**src/rtl/dma_desc_fetch_if.sv**
```systemverilog
// Bus bundle for the descriptor fetcher: AXI read address/data channels plus
// the field-write port into the DMA descriptor register block.
interface dma_desc_fetch_if #(
   parameter int ADDR_W = 32,
   parameter int DATA_W = 32,
   parameter int ID_W   = 4
);
   logic [ID_W-1:0]   ARID;
   logic [ADDR_W-1:0] ARADDR;
   logic [7:0]        ARLEN;
   logic [2:0]        ARSIZE;
   logic [1:0]        ARBURST;
   logic              ARVALID;
   logic              ARREADY;

   logic [ID_W-1:0]   RID;
   logic [DATA_W-1:0] RDATA;
   logic [1:0]        RRESP;
   logic              RLAST;
   logic              RVALID;
   logic              RREADY;

   logic [DATA_W-1:0] DESC_input;
   logic [3:0]        DESC_sel;
   logic              DESC_write_en;

   modport master (
      output ARID, ARADDR, ARLEN, ARSIZE, ARBURST, ARVALID,
      input  ARREADY,
      input  RID, RDATA, RRESP, RLAST, RVALID,
      output RREADY,
      output DESC_input, DESC_sel, DESC_write_en
   );

   modport slave (
      input  ARID, ARADDR, ARLEN, ARSIZE, ARBURST, ARVALID,
      output ARREADY,
      output RID, RDATA, RRESP, RLAST, RVALID,
      input  RREADY,
      input  DESC_input, DESC_sel, DESC_write_en
   );
endinterface

```
**src/rtl/dma_desc_fetch.sv**
```systemverilog
// Walks a linked list of 5-word DMA descriptors over AXI, loads each field into
// the descriptor register block, starts the engine and follows NEXT_DESC until EOC.
//
// state  | meaning
// IDLE   | waiting for DMAEN
// AR     | read address presented at ptr
// RD     | accepting the 5 descriptor beats
// START  | beat-4 field write in flight; start pulse issued on exit
// WAIT   | engine running, waiting for Done
// FINISH | chain complete, parked until DMAEN drops
// ERR    | bus/protocol error, parked until DMAEN drops
module dma_desc_fetch #(
   parameter int              ADDR_W = 32,
   parameter int              DATA_W = 32,
   parameter int              ID_W   = 4,
   parameter logic [ID_W-1:0] MST_ID = '0
) (
   input  logic              clk,
   input  logic              rst,
   input  logic              DMAEN,
   input  logic [ADDR_W-1:0] DESC_BASE,
   input  logic              Done,
   dma_desc_fetch_if.master  bus,
   output logic              engine_start,
   output logic              busy,
   output logic              chain_done,
   output logic              err
);
   localparam logic [2:0] IDLE   = 3'd0;
   localparam logic [2:0] AR     = 3'd1;
   localparam logic [2:0] RD     = 3'd2;
   localparam logic [2:0] START  = 3'd3;
   localparam logic [2:0] WAIT   = 3'd4;
   localparam logic [2:0] FINISH = 3'd5;
   localparam logic [2:0] ERR    = 3'd6;

   logic [2:0]        state;
   logic [ADDR_W-1:0] ptr;
   logic [ADDR_W-1:0] next_ptr;
   logic [2:0]        beat;
   logic              eoc;
   logic              desc_we;
   logic [3:0]        desc_sel;
   logic [DATA_W-1:0] desc_data;
   logic              beat_hs;
   logic              beat_fault;
   logic              unused_ok;

   assign bus.ARID          = MST_ID;
   assign bus.ARADDR        = ptr;
   assign bus.ARLEN         = 8'd4;
   assign bus.ARSIZE        = 3'b010;
   assign bus.ARBURST       = 2'b01;
   assign bus.ARVALID       = (state == AR);
   assign bus.RREADY        = (state == RD);
   assign bus.DESC_input    = desc_data;
   assign bus.DESC_sel      = desc_sel;
   assign bus.DESC_write_en = desc_we;
   assign busy              = (state != IDLE);

   assign unused_ok = ^{bus.RID, DESC_BASE[4:0]};

   assign beat_hs    = bus.RVALID & bus.RREADY;
   // A short burst, an overlong burst or a non-OKAY response all poison the descriptor.
   assign beat_fault = (bus.RRESP != 2'b00)
                     | (bus.RLAST & (beat != 3'd4))
                     | ((beat == 3'd4) & ~bus.RLAST);

   always_ff @(posedge clk or posedge rst) begin
      if (rst) begin
         state        <= IDLE;
         ptr          <= '0;
         next_ptr     <= '0;
         beat         <= '0;
         eoc          <= 1'b0;
         desc_we      <= 1'b0;
         desc_sel     <= '0;
         desc_data    <= '0;
         engine_start <= 1'b0;
         chain_done   <= 1'b0;
         err          <= 1'b0;
      end else begin
         desc_we      <= 1'b0;
         engine_start <= 1'b0;
         chain_done   <= 1'b0;
         case (state)
            IDLE: begin
               if (DMAEN) begin
                  ptr   <= {DESC_BASE[ADDR_W-1:5], 5'b0};
                  state <= AR;
               end
            end
            AR: begin
               if (bus.ARREADY) begin
                  beat  <= '0;
                  state <= RD;
               end
            end
            RD: begin
               if (beat_hs) begin
                  beat <= beat + 3'd1;
                  if (!err && !beat_fault) begin
                     desc_we   <= 1'b1;
                     desc_sel  <= {1'b0, beat};
                     desc_data <= bus.RDATA;
                     if (beat == 3'd3) next_ptr <= {bus.RDATA[ADDR_W-1:5], 5'b0};
                     if (beat == 3'd4) eoc <= bus.RDATA[0];
                  end else begin
                     err <= 1'b1;
                  end
                  // Once poisoned, keep draining until the interconnect closes the burst.
                  if (bus.RLAST) state <= (err || beat_fault) ? ERR : START;
               end
            end
            START: begin
               engine_start <= 1'b1;
               state        <= WAIT;
            end
            WAIT: begin
               if (Done) begin
                  if (eoc) begin
                     chain_done <= 1'b1;
                     state      <= FINISH;
                  end else begin
                     ptr   <= next_ptr;
                     state <= AR;
                  end
               end
            end
            FINISH: begin
               if (!DMAEN) state <= IDLE;
            end
            ERR: begin
               if (!DMAEN) begin
                  err   <= 1'b0;
                  state <= IDLE;
               end
            end
            default: state <= IDLE;
         endcase
      end
   end
endmodule

```
**src/flat_wrapper.sv**
```systemverilog
// flat-port wrapper written by rule: the top's interface ports become plain ports
module dma_desc_fetch_flat 
#(
   parameter int              ADDR_W = 32,
   parameter int              DATA_W = 32,
   parameter int              ID_W   = 4,
   parameter logic [ID_W-1:0] MST_ID = '0
)
  (clk, rst, DMAEN, DESC_BASE, Done, engine_start, busy, chain_done, err, bus_ARID, bus_ARADDR, bus_ARLEN, bus_ARSIZE, bus_ARBURST, bus_ARVALID, bus_ARREADY, bus_RID, bus_RDATA, bus_RRESP, bus_RLAST, bus_RVALID, bus_RREADY, bus_DESC_input, bus_DESC_sel, bus_DESC_write_en);
  dma_desc_fetch_if #(.ADDR_W(ADDR_W), .DATA_W(DATA_W), .ID_W(ID_W)) bus_i ();
  input  logic clk;
  input  logic rst;
  input  logic DMAEN;
  input  logic [ADDR_W-1:0] DESC_BASE;
  input  logic Done;
  output logic engine_start;
  output logic busy;
  output logic chain_done;
  output logic err;
  output wire logic [$bits(bus_i.ARID)-1:0] bus_ARID;
  output wire logic [$bits(bus_i.ARADDR)-1:0] bus_ARADDR;
  output wire logic [$bits(bus_i.ARLEN)-1:0] bus_ARLEN;
  output wire logic [$bits(bus_i.ARSIZE)-1:0] bus_ARSIZE;
  output wire logic [$bits(bus_i.ARBURST)-1:0] bus_ARBURST;
  output wire logic [$bits(bus_i.ARVALID)-1:0] bus_ARVALID;
  input wire logic [$bits(bus_i.ARREADY)-1:0] bus_ARREADY;
  input wire logic [$bits(bus_i.RID)-1:0] bus_RID;
  input wire logic [$bits(bus_i.RDATA)-1:0] bus_RDATA;
  input wire logic [$bits(bus_i.RRESP)-1:0] bus_RRESP;
  input wire logic [$bits(bus_i.RLAST)-1:0] bus_RLAST;
  input wire logic [$bits(bus_i.RVALID)-1:0] bus_RVALID;
  output wire logic [$bits(bus_i.RREADY)-1:0] bus_RREADY;
  output wire logic [$bits(bus_i.DESC_input)-1:0] bus_DESC_input;
  output wire logic [$bits(bus_i.DESC_sel)-1:0] bus_DESC_sel;
  output wire logic [$bits(bus_i.DESC_write_en)-1:0] bus_DESC_write_en;
  assign bus_ARID = bus_i.ARID;
  assign bus_ARADDR = bus_i.ARADDR;
  assign bus_ARLEN = bus_i.ARLEN;
  assign bus_ARSIZE = bus_i.ARSIZE;
  assign bus_ARBURST = bus_i.ARBURST;
  assign bus_ARVALID = bus_i.ARVALID;
  assign bus_i.ARREADY = bus_ARREADY;
  assign bus_i.RID = bus_RID;
  assign bus_i.RDATA = bus_RDATA;
  assign bus_i.RRESP = bus_RRESP;
  assign bus_i.RLAST = bus_RLAST;
  assign bus_i.RVALID = bus_RVALID;
  assign bus_RREADY = bus_i.RREADY;
  assign bus_DESC_input = bus_i.DESC_input;
  assign bus_DESC_sel = bus_i.DESC_sel;
  assign bus_DESC_write_en = bus_i.DESC_write_en;
  dma_desc_fetch #(.ADDR_W(ADDR_W), .DATA_W(DATA_W), .ID_W(ID_W), .MST_ID(MST_ID)) u_core (.clk(clk), .rst(rst), .DMAEN(DMAEN), .DESC_BASE(DESC_BASE), .Done(Done), .bus(bus_i), .engine_start(engine_start), .busy(busy), .chain_done(chain_done), .err(err));
endmodule
```
**config.mk**
```make
export PLATFORM = sky130hd
export DESIGN_NAME = dma_desc_fetch_flat
export DESIGN_NICKNAME = d
export VERILOG_FILES = /design/src/rtl/dma_desc_fetch_if.sv /design/src/rtl/dma_desc_fetch.sv /design/src/flat_wrapper.sv
export SDC_FILE = /design/constraint.sdc
export NUM_CORES = 1
export LEC_CHECK = 0
export CORE_UTILIZATION = 44
export DETAILED_ROUTE_END_ITERATION = 10
export PLACE_DENSITY = 0.8
export SLEW_MARGIN = 10
export SYNTH_ARGS = -nofsm -noshare
export SYNTH_HDL_FRONTEND = slang
export SYNTH_SLANG_ARGS = --single-unit
export TNS_END_PERCENT = 30
```
**constraint.sdc**
```tcl
create_clock -name clk -period 3.8 [get_ports clk]
set_input_delay 0.38 -clock clk [delete_from_list [all_inputs] [get_ports clk]]
set_output_delay 0.38 -clock clk [all_outputs]
set_load 0.01 [all_outputs]
```
# Yosys cells after proc, flatten, opt, wreduce, memory -nomap -nowiden
# Cells that the tools add are included.
# Widths: inputs -> output; s select.
word_totals:
  romBits: 0
  latch_bits: 0
  regBits: 105
  wordCells: 81
  output_inout_bits: 92
  mem_bits_rw: 0
  memories: 0
  input_bits: 77
op_classes:
  n_mux: 27
  n_eq_ne: 18
  n_bitwise: 6
  n_div: 0
  reduce_logical: 18
  order_cmp: 0
  n_addsub: 1
  multipliers: 0
  n_shift: 0
ops:
  columns: ["op", "n"]
  rows:
  - ["$mux 32", 3]
  - ["$pmux 32 s2", 1]
  - ["$mux 3", 10]
  - ["$pmux 3 s6", 1]
  - ["$ne 2x2->1 const B", 8]
  - ["$reduce_and 4->1", 4]
  - ["$eq 3x3->1 const B", 4]
  - ["$mux 1", 10]
  - ["$eq 3x2->1 const B", 3]
  - ["$reduce_bool 2->1", 4]
  - ["$pmux 3 s2", 1]
  - ["$reduce_and 3->1", 2]
  - ["$reduce_and 6->1", 1]
  - ["$add 3x1->3 const B", 1]
  - ["$and 1x1->1", 3]
  - ["$eq 3x1->1 const B", 1]
  - ["$logic_not 3->1", 1]
  - ["$ne 3x3->1 const B", 1]
  - ["$reduce_bool 3->1", 1]
  - ["$logic_not 1->1", 2]
  - ["$ne 2x1->1 const B", 1]
  - ["$or 1x1->1", 2]
  - ["$pmux 1 s2", 1]
  - ["$reduce_or 2->1", 1]
  - ["3 further kinds", 3]

# Logic depth before layout (Yosys ltp)
# Gate-level depths: netlist of run 1.
logic_depth:
  word_depth: 9
  mapped_depth: 8
  ltp_nobuf: 6

# Worst setup path before layout of run 1
# OpenSTA, ideal clock, no wires.
synth_timing:
  path_type: "reg2reg"
  from: "register u_core.beat[0]"
  to: "register u_core.next_ptr[10]"
  setup_time_ps: 125
  path_stages_with_launch: 9
  synth_period_minus_slack_ps: 1955
  n_path_buf: 2
  t_required_ps: 3675
  path_slack_ps: 1845
  t_arrival_ps: 1830
  path_cell_list: "dfrtp_1 > inv_1 > ha_1 > and3_1 > o211ai_1 > or2_1 > buf_4 > buf_6 > mux2_4"
synth_between:
  elab_chain_len: 7
  word_cells_on_any_way: 10
  cone_classes: "eq/ne: 3; bitwise: 4; reduce/logical: 3"
synth_lines:
  columns: ["item", "line_no", "source"]
  rows:
  - ["from (decl)", "dma_desc_fetch.sv:40", "logic [2:0] beat;"]
  - ["from (signal assigned)", "dma_desc_fetch.sv:101", "beat <= beat + 3'd1;"]
  - ["$ne 3x3->1", "dma_desc_fetch.sv:66", "| (bus.RLAST & (beat != 3'd4))"]
  - ["$and 1x1->1", "dma_desc_fetch.sv:66", null]
  - ["$or 1x1->1", "dma_desc_fetch.sv:66", null]
  - ["$or 1x1->1", "dma_desc_fetch.sv:67", "| ((beat == 3'd4) & ~bus.RLAST);"]
  - ["$logic_not 1->1", "dma_desc_fetch.sv:102", "if (!err && !beat_fault) begin"]
  - ["$logic_and 1x1->1", "dma_desc_fetch.sv:102", null]
  - ["$reduce_and 4->1 (no source line) *", null, null]
  - ["to (signal assigned)", "dma_desc_fetch.sv:106", "if (beat == 3'd3) next_ptr <= {bus.RDATA[ADDR_W-1:5], 5'b0};"]
  - ["to (decl)", "dma_desc_fetch.sv:39", "logic [ADDR_W-1:0] next_ptr;"]
# Mark *: on every way between the ends. The rest lies on a longest branch, timed or not.
# A chain may end at the register's enable or synchronous reset.

# Worst setup path in the final report of run 1
layout_timing:
  from: "register u_core.beat[0]"
  to: "register u_core.next_ptr[30]"
# The elaborated chain is that of the path after synthesis.

==> results.md, run 1 <==
Run status:
- The flow ran to the end, and the final reports show no timing, DRC or antenna violations.

Route:
- The post-route DRC violation count is 0.
- For this block, the routed nets add up to 9585 um of wire.
- For this block, the initial DRC count from the detailed router was 88.
- The routed layout has 3,068 vias.
- Before antenna repair, the detailed router went through 5 iterations.
- The average via count per standard cell is 4.917.
- In this run the remaining antenna-violating nets after routing total 0.
- The routed wirelength normalized by instance count is 15.36 um.

Cells and area:
- The final layout net count is 566.
- The post-layout instance count excluding filler cells is 624.
- Cells fill 62.03% of the core in the end.
- The growth of design area from synthesis to finish is 36.43%.
- The ratio of cells with drive above 1 in the final layout is 17.11%.
- 0 antenna diodes ended up in the layout.

STA:
- The shortest clock period the worst path allows after layout is 2.416 ns.
- The count of final hold-check violations came to 0.
- The sum of negative setup slack is 0 ns.
- Hold is met by 0.4889 ns.
- Setup repair after global routing left no endpoint under its margin.
- The part of the cycle the worst path needs is 63.58%.
- Setup violations remaining at the end of the flow were counted as 0.
- The max-slew violation total from the final report is 0.
- The largest clock skew in the final design is 0.01089 ns.
- The actual slew at the worst max-slew pin is 0.8918 ns.
- The achievable frequency is 413.9 MHz.
- The worst relative slew slack is 40.54%.

Worst setup path:
- The signal on the critical path passes through inv_1 -> ha_1 -> and3_1 -> o211ai_1 -> or2_2 -> mux2_2.
- The cell with the biggest individual delay on the critical path is sky130_fd_sc_hd__or2_2.
- The worst setup path is of the flop to flop kind.
- The data arrival time of the critical path is 2.66 ns.
- The type of element capturing the critical path is a flop.
- Data on the critical path is required at its endpoint by 4.04 ns.
- The maximum fanout encountered on the critical timing path is 27.
- In this design, the stage delay of the slowest critical-path cell is 0.74 ns.
- The worst setup path is launched from a flop.

Clock network:
- The clock input transition at the sequential cells of the worst setup and hold paths is 0.09 ns.
- The CTS tree is done.
- TritonCTS created 9 clock buffers.
- After clock tree synthesis, the setup repair step added 0 buffers.
- Counting along the longest clock path gives a buffer depth of 2.
- The clock latency on the worst-skew pair is 0.36 ns.
- The tree is rooted in a sky130_fd_sc_hd__clkbuf_8.
- The TritonCTS sink count is 100.
- In this run the number of H-tree levels came out at 3.
- The number of buffers added to fix hold violations after cts is 0.
- After clock tree synthesis, the repair step resized 0 gates.

Global route:
- The first global-routing pass estimated 15,120 um of wire.
- The initial antenna violation count is 0.
- Global routing used 19.03% of the available tracks.
- The pin count of the biggest net entering global routing is 57.
- The number of global-route vias before repair is 3,080.
- The sum of overflow across all layers after global routing is 0.

Place:
- After detailed placement, the design holds a cell count of 608.
- The count of buffers from port buffering is 136.
- The congestion estimate from routability-driven global placement came to 0.8727.
- Detailed placement finished with a half-perimeter wire length of 6776 um.

Logic synthesis:
- The gate count after technology mapping is 354.
- The synthesis-stage register bit count is 100.
- The average size of a mapped cell is 12.55 sq um.
- In this run, distinct cell masters in the synthesized netlist total 32.
- In this run the cell area of the synthesized design comes to 4444 sq um.
- For this run, the number of Yosys warnings is 0.
- The post-synthesis sequential area ratio is 56.31%.

Floorplan:
- The number of rows created at floorplan is 36.
- 169 I/O pins were placed.
- The die covers 10,510 sq um.
- In this run the vertical extent of the chip is 102.5 um.
- The die extent in x is 102.5 um.
- The total area inside the core boundary comes to 9774 sq um.
- The initial utilization of the core area, before any placement, comes to 45.47%.

Power and ir drop:
- The worst-case IR drop observed on VDD is 0.0003495 V.
- In this run the static leakage power is 2.762 nW.
- The ratio of total power to cell area is 647.3 nW/um^2.

Min path:
- The path class of the lowest-slack min-delay path is input port to asynchronous set/reset pin.

Job:
- Across the run, the number of max-cap violations was 0.
-- path summary, 6_finish.rpt --
check | startpoint | endpoint | slack (ns) | cells past startpoint
worst max-delay path | u_core.beat[0]$_DFFE_PP0P_ | u_core.next_ptr[30]$_DFFE_PP0P_ | 1.38 | 6
worst min-delay path | rst | u_core.bus.ARADDR[9]$_DFFE_PP0P_ | 0.49 | 2
worst max register to register | u_core.beat[0]$_DFFE_PP0P_ | u_core.next_ptr[30]$_DFFE_PP0P_ | 1.38 | 6
worst min register to register | u_core.bus.DESC_sel[1]$_DFFE_PP0P_ | u_core.bus.DESC_sel[1]$_DFFE_PP0P_ | 0.49 | 2
max in group asynchronous | rst | u_core.bus.DESC_input[4]$_DFFE_PP0P_ | 2.61 | 3
min in group clk | u_core.bus.DESC_sel[1]$_DFFE_PP0P_ | u_core.bus.DESC_sel[1]$_DFFE_PP0P_ | 0.49 | 2
-- layer usage --
| layer | part of all wire [%] | global-route usage (%) | up-vias |
|---|---|---|---|
| li1 | - | - | 1436 |
| met1 | 42 | 23.87 | 1505 |
| met2 | 50 | 31.64 | 115 |
| met3 | 6.3 | 4.542 | 12 |
| met4 | 1.3 | 7.912 | 0 |
| met5 | 0 | 0 | - |
-- synth_stat cells, drive strengths merged --
cell type	count	area share [%]
nor3b	1	0.17
a211oi	1	0.28
clkbuf	5	0.42
nor2b	1	0.14
nor2	31	2.6
mux2i	28	6.3
a2111oi	1	0.20
ha	3	0.84
a311oi	1	0.20
or2	1	0.14
nand2b	4	0.56
buf	36	5.7
and4bb	1	0.28
a31oi	2	0.28
dfrtp	100	56
nand3b	2	0.34
nand3	3	0.34
o22ai	2	0.28
o21ai	8	0.90
conb	2	0.17
nand2	9	0.76
a21oi	34	3.8
and3	3	0.42
mux2	61	17
inv	9	0.76
o211ai	1	0.17
nor3	3	0.34
or3	1	0.14
-- per-stage QoR --
stage | cell area [sq um] | setup slack (ns) | power (mW)
CTS | 6063 | 1.377 | 3.971
detailed placement | 5846 | 1.236 | 3.222
global route | 6063 | 1.265 | 4.168
floorplan | 4523 | 0.8012 | 2.344
finish | 6063 | 1.384 | 3.925
global placement | 5846 | 1.262 | 3.155
-- power by group --
| group | total, mW | internal (mW) | switching (mW) | leakage (nW) |
|---|---|---|---|---|
| Sequential | 1.61 | 1.39 | 0.220 | 1.30 |
| Clock | 0.738 | 0.389 | 0.350 | 0.107 |
| Combinational | 1.57 | 0.908 | 0.664 | 1.36 |
| Total | 3.92 | 2.69 | 1.23 | 2.76 |
-- worst max-delay path: cells and delay by family (launching register included) --
family | cells | cell delay [ns]
muxes | 1 | 0.42
AOI/OAI and AO/OA | 1 | 0.18
buffers and inverters | 1 | 0.09
DFF | 1 | 0.43
and+or+nand+nor | 2 | 0.94
adders and majority gates | 1 | 0.23
-- final cells by class --
| cell class | count | area [sq um] |
|---|---|---|
| multi-input combinational | 225 | 1729 |
| clock buffer | 12 | 145.1 |
| fill | 800 | 3711 |
| inverter | 9 | 36.28 |
| timing repair buffer | 141 | 1411 |
| tap | 133 | 166.4 |
| clock inverter | 4 | 72.57 |
| sequential | 100 | 2502 |
-- registers in the layout, summed over array words and instances (netlist names) --
register	flops
u_core.engine_start	1
u_core.eoc	1
u_core.bus.DESC_input	32
u_core.bus.ARADDR	27
u_core.err	1
u_core.next_ptr	27
u_core.state	3
u_core.bus.DESC_write_en	1
u_core.beat	3
u_core.chain_done	1
u_core.bus.DESC_sel	3
-- cell usage in the layout, fill, tap and decap left out, types with 8 or more instances in the layout --
master,count
sky130_fd_sc_hd__dfrtp_1,100
sky130_fd_sc_hd__inv_1,8
sky130_fd_sc_hd__mux2_2,41
sky130_fd_sc_hd__mux2i_1,28
sky130_fd_sc_hd__nor2_1,31
sky130_fd_sc_hd__o21ai_0,8
sky130_fd_sc_hd__nand2_1,9
sky130_fd_sc_hd__conb_1,23
sky130_fd_sc_hd__clkbuf_8,10
sky130_fd_sc_hd__mux2_4,20
sky130_fd_sc_hd__a21oi_1,34
sky130_fd_sc_hd__clkdlybuf4s50_1,136
-- cells by family after synthesis --
family | Yosys count | synth area share (%)
compound gates | 50 | 6.137
flops | 100 | 56.31
mux | 89 | 23.45
simple gates | 60 | 6.250
buf+inv | 50 | 6.841
other cells | 2 | 0.1690
fa+ha+maj | 3 | 0.8447
(Power assumes the default switching activity.)
==> inputs of run 2 (changes only) <==
--- a/config.mk
+++ b/config.mk
@@ -5,9 +5,9 @@
 export SDC_FILE = /design/constraint.sdc
 export NUM_CORES = 1
 export LEC_CHECK = 0
-export CORE_UTILIZATION = 44
+export CORE_UTILIZATION = 40
 export DETAILED_ROUTE_END_ITERATION = 10
-export PLACE_DENSITY = 0.8
+export PLACE_DENSITY = 0.77
 export SLEW_MARGIN = 10
 export SYNTH_ARGS = -nofsm -noshare
 export SYNTH_HDL_FRONTEND = slang
==> constraint.sdc (replaced) <==
create_clock -name clk -period 2.13 [get_ports clk]
set_input_delay 0.213 -clock clk [delete_from_list [all_inputs] [get_ports clk]]
set_output_delay 0.213 -clock clk [all_outputs]
set_load 0.01 [all_outputs]
==> run 2 against run 1 <==
Against the previous run:
- total power rose by 78%
- die area rose by 9.8%
- worst hold slack got worse by 0.14 ns
- first-iteration DRC count rose by 57%
- count of clock-buffer cells in the layout rose by 3
- critical path depth fell by 2
- highest routed layer unchanged
==> results.md, run 2 (synthesis gave the netlist of run 1 again) <==
Power and ir drop:
- The combinational share of power is 42.6% (+2.5 points).
- The power share of the sequential group came to 39.9% (-1.2 points).
- The switching power share of the total came to 31.65% (+0.21 points).
- The cell-internal power is 4.781 mW (+78%).
- The maximum vdd drop is 0.0005247 V (+50%).
- The part of the total power dissipated in the clock network is 17.5% (-1.3 points).
- The ratio of total power to cell area came to 1136 nW/um^2 (+75%).
- The standby leakage power is 2.809 nW (+1.7%).
- The net switching power is 2.214 mW (+79%).

Floorplan:
- The die extent in x came to 107.4 um (+4.8%).
- The top-level port count is 169 (unchanged).
- The effective utilization at floorplan came to 41.00% (-4.5 points).
- The core region area was 10,840 sq um (+11%).
- The area of the die was 11,540 sq um (+9.8%).
- The number of rows created at floorplan is 38 (+5.6%).
- The height of the chip came to 107.4 um (+4.8%).

STA:
- The worst relative slew slack is 62.89% (+22 points).
- After layout, the worst path uses 95.65% of the clock period.
- Timing would allow up to 490.8 MHz.
- Counting I/O delays and the setup requirement, the final critical path takes 2.037 ns.
- The actual slew at the worst max-slew pin is 0.5567 ns (-0.3351 ns).
- The count of final hold-check violations was 0 (unchanged).
- Setup repair after global routing left no endpoint under its margin.
- The final worst slack is 0.09268 ns (-1.291 ns).
- The max-slew violation total from the final report was 0 (unchanged).
- The largest clock skew in the final design was 0.007910 ns (-0.002983 ns).
- The sum of negative setup slack is 0 ns (unchanged).
- The count of final setup violators is 0 (unchanged).

Clock network:
- The count of H-tree levels built during CTS is 3 (unchanged).
- The number of buffers added to fix hold violations after cts came to 0 (unchanged).
- The maximum buffer depth of the clock tree is 2 (unchanged).
- TritonCTS built the clock tree.
- The clock latency on the worst-skew pair was 0.35 ns (about the same).
- The tree is rooted in a sky130_fd_sc_hd__clkbuf_8.
- The TritonCTS sink count is 100 (unchanged).
- The clock buffer count from CTS is 9 (unchanged).
- The clock input transition at the sequential cells of the worst setup and hold paths is 0.09 ns (about the same).

Cells and area:
- The growth of design area from synthesis to finish is 38.57%.
- The final design instance area without fill is 6158 sq um (+1.6%).
- The register cell area after layout is 2504 sq um (about the same).
- In the layout the commonest cells are sky130_fd_sc_hd__clkdlybuf4s50_1, sky130_fd_sc_hd__dfrtp_1, sky130_fd_sc_hd__mux2_2, sky130_fd_sc_hd__a21oi_1, sky130_fd_sc_hd__nor2_1.
- The number of flip-flops in the largest register is 32 (unchanged).
- The share of the core filled with cells in the final layout is 56.81% (-5.2 points).
- The ratio of cells with drive above 1 in the final layout is 18.96% (+1.9 points).
- The final layout net count is 576 (+1.8%).
- The area of the multi-input gates is 1734 sq um (+0.29%).
- The filler cell count in the final layout is 929 (+16%).
- The antenna diode count is 0 (unchanged).
- The commonest non-fill, non-tap cell in the layout is sky130_fd_sc_hd__clkdlybuf4s50_1.

Route:
- The length of the first detailed-routing pass in iterations is 4 (-1).
- The average via count per standard cell came to 4.869 (-0.97%).
- The aggregate routed wire length was 9903 um (+3.3%).
- The remaining antenna violation count is 0 (unchanged).
- The DRC violation total after the first TritonRoute iteration came to 138 (+57%).
- The post-route DRC violation count is 0 (unchanged).
- The count of vias placed by the detailed router came to 3,121 (+1.7%).
- The routed wirelength normalized by instance count is 15.45 um (+0.58%).

Place:
- The count of buffers from port buffering was 136 (unchanged).
- The estimated wirelength of the detail-placed design came to 7051 um (+4.1%).
- The global placement routability congestion was 0.8976 (+2.9%).
- The area of placed instances was 5948 sq um (+1.8%).
- The setup slack at placement came to 0.06520 ns (-1.170 ns).

Worst setup path:
- The worst flop-to-flop path endpoint is u_core.next_ptr[15]$_DFFE_PP0P_.
- The required time of the critical path is 1.92 ns (-2.12 ns).
- The type of element capturing the critical path is a primary output.
- The data arrival time of the critical path is 1.82 ns (-0.84 ns).
- The critical path start-end classification is flop to primary output.
- The origin of the critical flop-to-flop path is u_core.beat[0]$_DFFE_PP0P_.
- The worst setup path is launched from a flop.
- The maximum fanout encountered on the critical timing path is 14 (-48%).
- The worst reg-to-reg path cell count is 7 (+1).
- The slack of the worst reg-to-reg path came to 0.15 ns (-1.23 ns).

Global route:
- The initial antenna violation count is 0 (unchanged).
- The overall routing resource usage came to 17.79% (-1.2 points).
- The sum of overflow across all layers after global routing is 0 (unchanged).
- The number of global-route vias before repair is 3,194 (+3.7%).
- The pin count of the biggest net entering global routing is 101 (+77%).
- The wire length of the first global-routing pass is 15,770 um (+4.3%).

Run status:
- The run finished with clean final reports.

Min path:
- The tightest min-delay check is of the input port to asynchronous set/reset pin type.

Job:
- The max capacitance violation total is 0 (unchanged).
-- run 2: repair_timing --
action	4_1_cts	5_1_grt
setup buffers	0	1
resized for setup	1	2
cloned	0	0
endpoints found under the setup margin	2	2
-- run 2: worst max path at each step --
stage | startpoint | end | slack (ns) | depth (start not counted)
4_1_cts | u_core.state[0]$_DFFE_PP0P_ | bus_RREADY | 0.004 | 4
5_1_grt | u_core.state[0]$_DFFE_PP0P_ | bus_RREADY | 0.02 | 4
3_5_place_dp | bus_RRESP[0] | u_core.next_ptr[15]$_DFFE_PP0P_ | 0.07 | 6
6_report | u_core.state[0]$_DFFE_PP0P_ | bus_RREADY | 0.09 | 4
2_1_floorplan | u_core.beat[0]$_DFFE_PP0P_ | u_core.next_ptr[10]$_DFFE_PP0P_ | 0.18 | 8
3_3_place_gp | bus_RRESP[1] | u_core.next_ptr[12]$_DFFE_PP0P_ | 0.09 | 6
-- run 2: critical path, stage by stage (launching register included) --
cell                              delay, ns
sky130_fd_sc_hd__dfrtp_1               0.39
sky130_fd_sc_hd__buf_4                 0.19
sky130_fd_sc_hd__nand2b_2              0.22
sky130_fd_sc_hd__nor2_2                0.13
sky130_fd_sc_hd__clkdlybuf4s50_1       0.55
-- run 2: layout make-up --
type	count	area share, %
sequential	100	40.65
multi-input combinational	225	28.16
inverter	9	0.6095
clock buffer	15	2.702
timing repair buffer	151	24.54
tap	140	2.844
clock inverter	1	0.4876
-- run 2: through the flow --
stage | hold WS (ns) | instances | power (mW)
3_3_place_gp | 0.4692 | 624 | 5.702
4_1_cts | 0.3869 | 640 | 7.062
6_report | 0.3454 | 641 | 6.995
5_1_grt | 0.4271 | 641 | 7.419
3_5_place_dp | 0.4730 | 624 | 5.829
2_1_floorplan | 0.3184 | 375 | 4.182
-- run 2: power by group through the flow --
| stage | clock network [mW] | logic [mW] | registers (mW) |
|---|---|---|---|
| after detailed placement | 0 | 2.98 | 2.85 |
| final | 1.22 | 2.98 | 2.79 |
| after CTS | 1.26 | 2.99 | 2.81 |
| after global placement | 0 | 2.89 | 2.81 |
| after global routing | 1.32 | 3.23 | 2.87 |
| after floorplan | 0 | 1.09 | 3.09 |
-- run 2: layer usage --
metal	share of wire (%)	track usage [%]	up-vias
li1	-	-	1456
met1	43	21.96	1544
met2	50	31.06	111
met3	5.6	3.148	10
met4	1.3	6.556	0
met5	0	0	-
==> inputs of run 3 (changes only) <==
--- a/config.mk
+++ b/config.mk
@@ -6,8 +6,10 @@
 export NUM_CORES = 1
 export LEC_CHECK = 0
 export CORE_UTILIZATION = 40
+export CTS_CLUSTER_SIZE = 8
 export DETAILED_ROUTE_END_ITERATION = 10
 export PLACE_DENSITY = 0.77
+export REMOVE_ABC_BUFFERS = 1
 export SLEW_MARGIN = 10
 export SYNTH_ARGS = -nofsm -noshare
 export SYNTH_HDL_FRONTEND = slang
==> run 3 against run 2 <==
Against the previous run:
- first-iteration DRC count grew 30%
- clock power shrank 9.8%
- die area unchanged
- total power is 1.5% lower
- combinational power about the same
- routed wire length up 1.8%
- clock skew up 0.0025 ns
- largest cell class unchanged
- critical path depth fell by 1
- global-route usage increased by 0.80 points
- count of clock-buffer cells in the layout shrank 2
- non-clock buffer count grew 1
==> results.md, run 3 (synthesis gave the netlist of run 1 again) <==
Run status:
- The run finished with clean final reports.

Floorplan:
- The height of the chip came to 107.4 um (unchanged).
- The area of the die is 11,540 sq um (unchanged).
- The number of rows created at floorplan came to 38 (unchanged).
- The core region area was 10,840 sq um (unchanged).
- The die extent in x is 107.4 um (unchanged).
- The top-level port count is 169 (unchanged).
- The effective utilization at floorplan was 41.00% (unchanged).

STA:
- The count of final hold-check violations is 0 (unchanged).
- The achievable frequency came to 493.0 MHz (+0.43%).
- The max-slew violation total from the final report was 0 (unchanged).
- The worst relative slew slack came to 64.52% (+1.6 points).
- Setup repair after global routing left no endpoint under its margin.
- The count of final setup violators came to 0 (unchanged).
- The shortest clock period the worst path allows after layout is 2.029 ns (-0.008808 ns).
- The actual slew at the worst max-slew pin is 0.5322 ns (-0.02449 ns).
- The largest clock skew in the final design is 0.01044 ns (+0.002526 ns).
- The part of the cycle the worst path needs is 95.24% (-0.41 points).

Worst setup path:
- The most critical setup path has its startpoint at u_core.state[1]$_DFFE_PP0P_.
- The endpoint of the most critical setup path is busy.
- The required time of the critical path is 1.92 ns (about the same).
- The data arrival time of the critical path came to 1.82 ns (about the same).
- The maximum fanout encountered on the critical timing path is 14 (unchanged).
- The type of element capturing the critical path is a primary output.
- The origin of the critical flop-to-flop path is u_core.beat[0]$_DFFE_PP0P_.
- The worst setup path is launched from a flop.
- The slack of the worst reg-to-reg path is 0.11 ns (-0.04 ns).
- The worst reg-to-reg path cell count is 7 (unchanged).
- The worst flop-to-flop path endpoint is u_core.next_ptr[12]$_DFFE_PP0P_.
- The critical path in this run is classified as flop to primary output.

Route:
- The met3 routed wirelength was 674 um (+22%).
- After detailed routing, no signal wire sits above met4.
- The average via count per standard cell is 4.934 (+1.3%).
- The length of the first detailed-routing pass in iterations is 4 (unchanged).
- The routed wirelength normalized by instance count came to 15.73 um (+1.8%).
- The wire length on met2 was 5105 um (+2.9%).
- The remaining antenna violation count is 0 (unchanged).
- The routed length on met1 is 4150 um (-2.4%).
- The DRC violation total after the first TritonRoute iteration is 179 (+30%).
- The count of vias placed by the detailed router came to 3,163 (+1.3%).
- The post-route DRC violation count is 0 (unchanged).
- The aggregate routed wire length is 10,090 um (+1.8%).

Clock network:
- The clock input transition at the sequential cells of the worst setup and hold paths was 0.09 ns (about the same).
- The number of buffers added to fix hold violations after cts is 0 (unchanged).
- The clock buffer count from CTS is 9 (unchanged).
- The count of H-tree levels built during CTS was 3 (unchanged).
- CTS placed an instance of sky130_fd_sc_hd__clkbuf_8 at the clock tree root.
- The CTS tree is done.
- The maximum buffer depth of the clock tree was 2 (unchanged).
- The clock latency on the worst-skew pair came to 0.38 ns (+0.03 ns).
- The TritonCTS sink count came to 100 (unchanged).

Power and ir drop:
- The part of the total power dissipated in the clock network is 15.9% (-1.6 points).
- The net switching power is 2.225 mW (+0.49%).
- The standby leakage power came to 2.832 nW (+0.83%).
- The ratio of total power to cell area is 1119 nW/um^2 (-1.5%).
- The combinational share of power came to 43.5% (+0.9 points).
- The switching power share of the total is 32.30% (+0.65 points).
- The total power draw is 6.888 mW (-1.5%).
- The cell-internal power was 4.663 mW (-2.5%).
- The power share of the sequential group was 40.6% (+0.7 points).
- The maximum vdd drop came to 0.0005491 V (+4.6%).

Cells and area:
- The filler cell count in the final layout is 927 (-0.22%).
- The antenna diode count is 0 (unchanged).
- The share of the core filled with cells in the final layout is 56.79% (about the same).
- The final design instance area without fill is 6156 sq um (about the same).
- Leaving out fill and tap cells, the most frequent cells in the layout are sky130_fd_sc_hd__clkdlybuf4s50_1, sky130_fd_sc_hd__dfrtp_1, sky130_fd_sc_hd__mux2_2, sky130_fd_sc_hd__a21oi_1, sky130_fd_sc_hd__nor2_1.
- The final layout net count came to 577 (+0.17%).
- Leaving out fill and tap cells, the most frequent cell in the layout is sky130_fd_sc_hd__clkdlybuf4s50_1.
- The ratio of cells with drive above 1 in the final layout was 18.96% (unchanged).
- The number of flip-flops in the largest register is 32 (unchanged).
- The growth of design area from synthesis to finish is 38.51% (about the same).

Global route:
- The number of global-route vias before repair is 3,280 (+2.7%).
- The sum of overflow across all layers after global routing is 0 (unchanged).
- The pin count of the biggest net entering global routing came to 101 (unchanged).
- The overall routing resource usage is 18.59% (+0.80 points).
- The wire length of the first global-routing pass came to 16,260 um (+3.1%).
- The initial antenna violation count is 0 (unchanged).

Place:
- The global placement routability congestion is 0.8096 (-9.8%).
- The area of placed instances is 5967 sq um (+0.32%).
- The count of buffers from port buffering is 136 (unchanged).
- The estimated wirelength of the detail-placed design is 7105 um (+0.77%).

Job:
- The max capacitance violation total is 0 (unchanged).

Min path:
- The path class of the lowest-slack min-delay path is input port to asynchronous set/reset pin.
-- run 3: power by group through the flow --
stage	Clock, mW	Combinational [mW]	Sequential (mW)
2_1_floorplan	0	1.02	3.12
3_3_place_gp	0	2.93	2.80
3_5_place_dp	0	3.00	2.84
4_1_cts	1.15	3.02	2.80
5_1_grt	1.21	3.24	2.86
6_report	1.10	2.99	2.80
-- run 3: per-stage QoR --
stage / hold slack, ns / instances / worst slack [ns] / setup TNS [ns]
after global routing: 0.3668 / 641 / 0.02604 / 0
final: 0.3155 / 641 / 0.1015 / 0
after global placement: 0.4670 / 625 / 0.1043 / 0
after detailed placement: 0.4778 / 625 / 0.02749 / 0
after floorplan: 0.3184 / 334 / -2.123 / -215.73
after CTS: 0.3366 / 640 / 0.03604 / 0
-- run 3: repair_timing --
action / CTS / global route
pin swaps: 0 / 1
resized for setup: 1 / 3
setup endpoints to repair: 1 / 20
setup buffers: 0 / 1
-- run 3: worst min-delay path by stage --
stage | cells past startpoint | slack, ns | startpoint | end
global placement | 2 | 0.47 | u_core.bus.DESC_sel[2]$_DFFE_PP0P_ | u_core.bus.DESC_sel[2]$_DFFE_PP0P_
finish | 3 | 0.32 | rst | u_core.bus.DESC_input[20]$_DFFE_PP0P_
floorplan | 2 | 0.32 | bus_ARREADY | u_core.state[1]$_DFFE_PP0P_
global route | 3 | 0.37 | rst | u_core.bus.ARADDR[26]$_DFFE_PP0P_
detailed placement | 2 | 0.48 | u_core.bus.DESC_sel[1]$_DFFE_PP0P_ | u_core.bus.DESC_sel[1]$_DFFE_PP0P_
CTS | 3 | 0.34 | rst | u_core.bus.DESC_input[19]$_DFFE_PP0P_
-- run 3: layer usage --
metal	vias up	track usage, %
met5	-	0
met4	0	5.577
met3	19	6.416
met2	116	32.40
met1	1566	21.49
li1	1462	-
-- run 3: layout make-up --
cell class	count	area [sq um]	share of cell area, %
clock buffer	13	158.9	2.581
clock inverter	2	10.01	0.1626
inverter	9	36.28	0.5894
multi-input combinational	225	1732	28.13
sequential	100	2502	40.65
tap	140	175.2	2.846
timing repair buffer	152	1541	25.04
-- run 3: critical path, cell delays in order (launching register included) --
cell,delay [ns]
sky130_fd_sc_hd__dfrtp_1,0.39
sky130_fd_sc_hd__buf_4,0.19
sky130_fd_sc_hd__or3_1,0.37
sky130_fd_sc_hd__clkdlybuf4s50_1,0.48
